[src/rtl/tty_pkg.sv]
// Shared teletype definitions: receiver FSM states and default character framing.
// Latency: n/a (types and constants only).
// Backpressure: n/a.
package tty_pkg;

    // Character framing defaults, shared with the transmitter side.
    localparam int unsigned TTY_DATA_BITS  = 8;
    localparam int unsigned TTY_OVERSAMPLE = 8;

    typedef enum logic [1:0] {
        IDLE  = 2'd0,
        START = 2'd1,
        DATA  = 2'd2,
        STOP  = 2'd3
    } rx_state_t;

endpackage

[src/rtl/sync_rise.sv]
// Two-flop synchronizer with rising-edge detector for one asynchronous input.
// Latency: level_o lags d_i by 2 clk; tick_o pulses for 1 clk on the cycle level_o rises.
// Backpressure: none; free-running.
//
// Ports:
//   clk, rst_n : core clock and async active-low reset (all flops reset to 1)
//   d_i        : asynchronous input
//   level_o    : synchronized level
//   tick_o     : one-cycle pulse per synchronized rising edge
module sync_rise (
    input  logic clk,
    input  logic rst_n,
    input  logic d_i,
    output logic level_o,
    output logic tick_o
);

    logic meta_q;
    logic sync_q;
    logic prev_q;

    // Resetting to 1 models an idle-high line and guarantees no tick
    // straight out of reset.
    always_ff @(posedge clk or negedge rst_n) begin
        if (!rst_n) begin
            meta_q <= 1'b1;
            sync_q <= 1'b1;
            prev_q <= 1'b1;
        end else begin
            meta_q <= d_i;
            sync_q <= meta_q;
            prev_q <= sync_q;
        end
    end

    assign level_o = sync_q;
    assign tick_o  = sync_q & ~prev_q;

endmodule

[src/rtl/tty_rx_8x.sv]
// Async serial receiver clocked by an 8x-baud strobe; delivers one character with ready/error flags.
// Latency: outputs update 1 clk after the baud tick that samples the middle of the stop bit.
// Backpressure: none; a character landing on an unread flag sets ovr and overwrites data.
//
// Ports:
//   clk, rst_n : system clock, async active-low reset
//   baud8      : 8x-baud square wave (asynchronous)
//   rxd        : serial line, idle high, LSB first
//   clr_flag   : one-cycle pulse; clears flag, ferr, ovr
//   data       : last received character
//   flag/ferr/ovr : character ready / stop bit low / overrun
//   busy       : receiver is inside a frame
module tty_rx_8x
    import tty_pkg::*;
#(
    parameter int unsigned DATA_BITS  = TTY_DATA_BITS,
    parameter int unsigned OVERSAMPLE = TTY_OVERSAMPLE
) (
    input  logic                 clk,
    input  logic                 rst_n,
    input  logic                 baud8,
    input  logic                 rxd,
    input  logic                 clr_flag,
    output logic [DATA_BITS-1:0] data,
    output logic                 flag,
    output logic                 ferr,
    output logic                 ovr,
    output logic                 busy
);

    localparam int unsigned CW = $clog2(OVERSAMPLE);
    localparam int unsigned BW = $clog2(DATA_BITS) + 1;

    localparam logic [CW-1:0] CNT_MID  = CW'(OVERSAMPLE / 2 - 1);
    localparam logic [CW-1:0] CNT_LAST = CW'(OVERSAMPLE - 1);
    localparam logic [CW-1:0] CNT_ONE  = CW'(1);
    localparam logic [BW-1:0] BIT_LAST = BW'(DATA_BITS - 1);
    localparam logic [BW-1:0] BIT_ONE  = BW'(1);

    logic baud_lvl_unused;
    logic tick;
    logic rxd_s;
    logic rxd_rise_unused;

    sync_rise u_baud_sync (
        .clk     (clk),
        .rst_n   (rst_n),
        .d_i     (baud8),
        .level_o (baud_lvl_unused),
        .tick_o  (tick)
    );

    sync_rise u_rxd_sync (
        .clk     (clk),
        .rst_n   (rst_n),
        .d_i     (rxd),
        .level_o (rxd_s),
        .tick_o  (rxd_rise_unused)
    );

    rx_state_t            state_q;
    logic [CW-1:0]        cnt_q;
    logic [BW-1:0]        bitn_q;
    logic [DATA_BITS-1:0] shreg_q;
    logic [DATA_BITS-1:0] data_q;
    logic                 flag_q;
    logic                 ferr_q;
    logic                 ovr_q;
    // Set after a low stop bit; blocks start detection until the line is
    // seen high again so a held break is not decoded as a stream of 0x00.
    logic                 brk_q;

    always_ff @(posedge clk or negedge rst_n) begin
        if (!rst_n) begin
            state_q <= IDLE;
            cnt_q   <= '0;
            bitn_q  <= '0;
            shreg_q <= '0;
            data_q  <= '0;
            flag_q  <= 1'b0;
            ferr_q  <= 1'b0;
            ovr_q   <= 1'b0;
            brk_q   <= 1'b0;
        end else begin
            if (clr_flag) begin
                flag_q <= 1'b0;
                ferr_q <= 1'b0;
                ovr_q  <= 1'b0;
            end

            // Everything below overrides the clear above: a completion in
            // the same cycle as clr_flag wins.
            if (tick) begin
                unique case (state_q)
                    IDLE: begin
                        if (brk_q) begin
                            if (rxd_s) begin
                                brk_q <= 1'b0;
                            end
                        end else if (!rxd_s) begin
                            state_q <= START;
                            cnt_q   <= '0;
                        end
                    end
                    START: begin
                        if (cnt_q == CNT_MID) begin
                            // Mid start bit: a line already back high was a glitch.
                            if (rxd_s) begin
                                state_q <= IDLE;
                            end else begin
                                state_q <= DATA;
                                cnt_q   <= '0;
                                bitn_q  <= '0;
                            end
                        end else begin
                            cnt_q <= cnt_q + CNT_ONE;
                        end
                    end
                    DATA: begin
                        if (cnt_q == CNT_LAST) begin
                            shreg_q <= {rxd_s, shreg_q[DATA_BITS-1:1]};
                            cnt_q   <= '0;
                            bitn_q  <= bitn_q + BIT_ONE;
                            if (bitn_q == BIT_LAST) begin
                                state_q <= STOP;
                            end
                        end else begin
                            cnt_q <= cnt_q + CNT_ONE;
                        end
                    end
                    STOP: begin
                        if (cnt_q == CNT_LAST) begin
                            data_q  <= shreg_q;
                            flag_q  <= 1'b1;
                            ferr_q  <= ~rxd_s;
                            // A simultaneous clear consumes the old character.
                            ovr_q   <= clr_flag ? 1'b0 : (ovr_q | flag_q);
                            brk_q   <= ~rxd_s;
                            cnt_q   <= '0;
                            state_q <= IDLE;
                        end else begin
                            cnt_q <= cnt_q + CNT_ONE;
                        end
                    end
                endcase
            end
        end
    end

    assign data = data_q;
    assign flag = flag_q;
    assign ferr = ferr_q;
    assign ovr  = ovr_q;
    assign busy = (state_q != IDLE);

endmodule
[config.mk]
export PLATFORM = sky130hd
export DESIGN_NAME = tty_rx_8x
export DESIGN_NICKNAME = d
export VERILOG_FILES = /design/src/rtl/tty_pkg.sv /design/src/rtl/sync_rise.sv /design/src/rtl/tty_rx_8x.sv
export SDC_FILE = /design/constraint.sdc
export NUM_CORES = 1
export LEC_CHECK = 0
export CAP_MARGIN = 25
export CORE_MARGIN = 2
export CORE_UTILIZATION = 55
export DETAILED_ROUTE_END_ITERATION = 10
export GPL_TIMING_DRIVEN = 0
export PLACE_DENSITY = 0.78
export SYNTH_ARGS = -nofsm -noshare
export SYNTH_HDL_FRONTEND = slang
export SYNTH_SLANG_ARGS = --single-unit
[constraint.sdc]
create_clock -name clk -period 2.8 [get_ports clk]
set_input_delay 0.28 -clock clk [delete_from_list [all_inputs] [get_ports clk]]
set_output_delay 0.28 -clock clk [all_outputs]
set_load 0.005 [all_outputs]
==> summary.md <==
| Metric | Value |
|---|---|
| Antenna violations before repair | `0` |
| # setup viols final | `0` |
| Period utilization | `65.2%` |
| FF-to-FF path depth | `5` |
| Crit Path Category | `reg -> out` |
| First-pass GRT wire length | `4900 um` |
| Max-cap violations | `0` |
| Design area | `1810 sq um` |
| Residual overflow from global routing | `0` |
| Fin. Hold Viols | `0` |
| Max-slew headroom | `50.8%` |
| #FFs+latches synth | `34` |
| Post-CTS Resized | `0` |
| Area of the mapped netlist | `1560 sq um` |
| All-layer global routing usage | `19.6%` |
| Status | `finished clean` |
| N_diodes | `0` |
| Clock sinks | `34` |
| Hold buffers post-CTS | `0` |
| Nets | `159` |
| Area after DPL | `1750 sq um` |
| Die area | `3270 sq um` |
| Worst VDD drop | `0.512 mV` |
| Most frequent cell after synthesis | `dfrtp_1` |
| Clock slew at reported path FFs | `100 ps` |
| Clock power share | `22.8%` |
| Routed vias | `1060` |
| Row Count | `19` |
| Wire per inst | `15.6 um` |
| CTS Buf Count | `5` |
| Final Skew | `12.7 ps` |
| CTS tree | `built` |
| Most frequent cells after synthesis | `dfrtp_1, mux2_2, inv_1` |
| First-pass DRT Iterations | `4` |
| Routed WL | `2830 um` |
| Placed insts | `173` |
| Yosys warning count | `0` |
| Fraction of layout cells with a size suffix above 1 | `24.0%` |
| Post-Syn Area per Cell | `12.4 sq um` |
| Fillers | `214` |
| Worst Path Required | `2520 ps` |
| Hold crit path type | `in -> async` |
| Clock latency on the worst-skew pair | `320 ps` |
| Starting Density | `57.4%` |
| I/O Pins | `17` |
| Vias in the first global route | `1071` |
| Root buffer cell | `clkbuf_4` |
| Core area | `2710 sq um` |
| PD cells | `666 nW/um^2` |
| Post-synth top area share | `46.6%` |
| I/O Buffers | `16` |
| Internal power | `821 uW` |
| NetSw | `385 uW` |
| CP endpoint kind | `output pin` |
| Tightest Pin Transition | `738 ps` |
| R2R setup slack | `1010 ps` |
| Synthesis-to-layout area growth | `16.2%` |
| Largest net degree at the start of global routing | `35` |
| Mapped Cells | `126` |
| Fmax | `548 MHz` |
| Mapped Nets | `136` |
| Fin Setup TNS | `0 ps` |
| Post-DRT Antenna Nets | `0` |
| Final Max Slew Viols | `0` |
| Total chip power | `1210 uW` |
| Combinational Power Share | `27.3%` |
| Post-synth top flop | `dfrtp_1` |
| Synth top area cells | `dfrtp_1, mux2_2, dfstp_2` |
| EDFF count, synth | `0` |
| Switching share of power | `31.9%` |
| Critical path peak fanout | `7` |
| Sequential-to-total area share from yosys stat | `55.1%` |
| CTS H-Tree Depth | `2` |
| Fin util | `66.8%` |
| Largest area contributor in the netlist | `dfrtp_1` |
| RSZ-0062 raised after global routing | `no` |
| Clock buffer depth | `2` |
| Final Instance Count excl. Fillers | `181` |
| DRT iter0 DRCs | `47` |
| Placer congestion estimate | `0.798` |
| WP data arrival | `1550 ps` |
| Leak Pwr | `0.000840 uW` |
| Die Span X | `57.2 um` |
| Postcts setup bufs | `0` |
| Asr flop ratio synth | `100%` |
| Die height | `57.2 um` |
| DPL Wire Length | `2000 um` |
| # DRC | `0` |
| Vias per cell | `5.86` |
| Reg power frac | `49.9%` |
| Count of unique library cells instantiated by Yosys | `41` |
| Min cycle time layout | `1830 ps` |
| Worst Setup Start Kind | `flop` |
==> metrics by stage <==
stage | worst slack (ps) | hold slack (ps)
final | 974 | 6.75
after floorplan | 1180 | -15.6
after global routing | 913 | 62.7
after detailed placement | 1050 | 348
after CTS | 962 | 27.1
after global placement | 784 | 346
==> worst max-delay path, cell delays in order, from the launching register on <==
cell and delay, ps:
dfrtp_1 450, or2_2 330, clkdlybuf4s50_1 450
==> placed cells by master, fill, tap and decap left out, types with 2 or more instances in the layout <==
cell type / synthesis / final
a21oi_1: 2 / 2
a2bb2oi_1: 2 / 2
buf_2: 2 / 3
clkbuf_1: 1 / 3
clkbuf_4: 0 / 5
clkdlybuf4s50_1: 0 / 15
dfrtp_1: 29 / 29
dfstp_2: 5 / 5
ha_1: 5 / 5
inv_1: 11 / 11
mux2_2: 16 / 16
mux2i_1: 2 / 2
nand2_1: 3 / 3
nand2b_1: 2 / 2
nand3_1: 5 / 5
nor2_1: 2 / 2
nor2b_1: 2 / 2
nor4bb_1: 3 / 3
o211ai_1: 4 / 4
o21ai_0: 7 / 7
==> metal layers <==
metal  vias up  GRT usage, %  wire [um]
met1       528          25.6       1340
li1        497             -          -
met4         0          8.97         28
met3         4          5.67        118
met2        31          30.5       1340
met5         -             0          0
==> registers in the layout (all words and copies together), names as in the netlist, named ones only <==
register,count
ferr,1
u_baud_sync.meta_q,1
ovr,1
u_rxd_sync.meta_q,1
state_q,1
u_rxd_sync.level_o,1
u_baud_sync.prev_q,1
shreg_q,8
flag,1
bitn_q,4
brk_q,1
cnt_q,3
data,8
u_baud_sync.level_o,1
==> layout make-up <==
| class | count | area [sq um] | area share [%] |
|---|---|---|---|
| Tap cell | 31 | 38.8 | 2.14 |
| Buffer | 4 | 25.0 | 1.38 |
| Clock buffer | 8 | 58.8 | 3.25 |
| Inverter | 11 | 41.3 | 2.28 |
| Multi-Input combinational cell | 77 | 633 | 35.0 |
| Timing Repair Buffer | 16 | 155 | 8.58 |
| Sequential cell | 34 | 857 | 47.4 |
==> path summary, 6_finish.rpt <==
| path | start | to |
|---|---|---|
| setup / recovery | state_q[0] | busy |
| hold / removal | rst_n | shreg_q[0] |
| setup reg to reg | cnt_q[1] | bitn_q[3] |
| hold reg to reg | u_baud_sync.meta_q | u_baud_sync.level_o |
| max in group asynchronous | rst_n | ferr |
| min in group clk | u_baud_sync.meta_q | u_baud_sync.level_o |
==> logic make-up (layout without fill, tap and decap cells) <==
kind of cell	after synthesis	after routing	share of synthesized area, %
compound gates	23	23	10.1
fa+ha+maj	5	5	4.02
buf+inv	15	39	4.26
flops	34	34	55.1
mux	18	18	12.9
simple gates	31	31	13.7
==> power by group through the flow <==
stage	clock network, uW	registers (uW)	logic [uW]
after detailed placement	0	611	323
after global placement	0	606	311
after CTS	284	601	325
after floorplan	0	594	236
after global routing	310	611	367
final	274	602	330
Power figures use the tool's default switching activity.
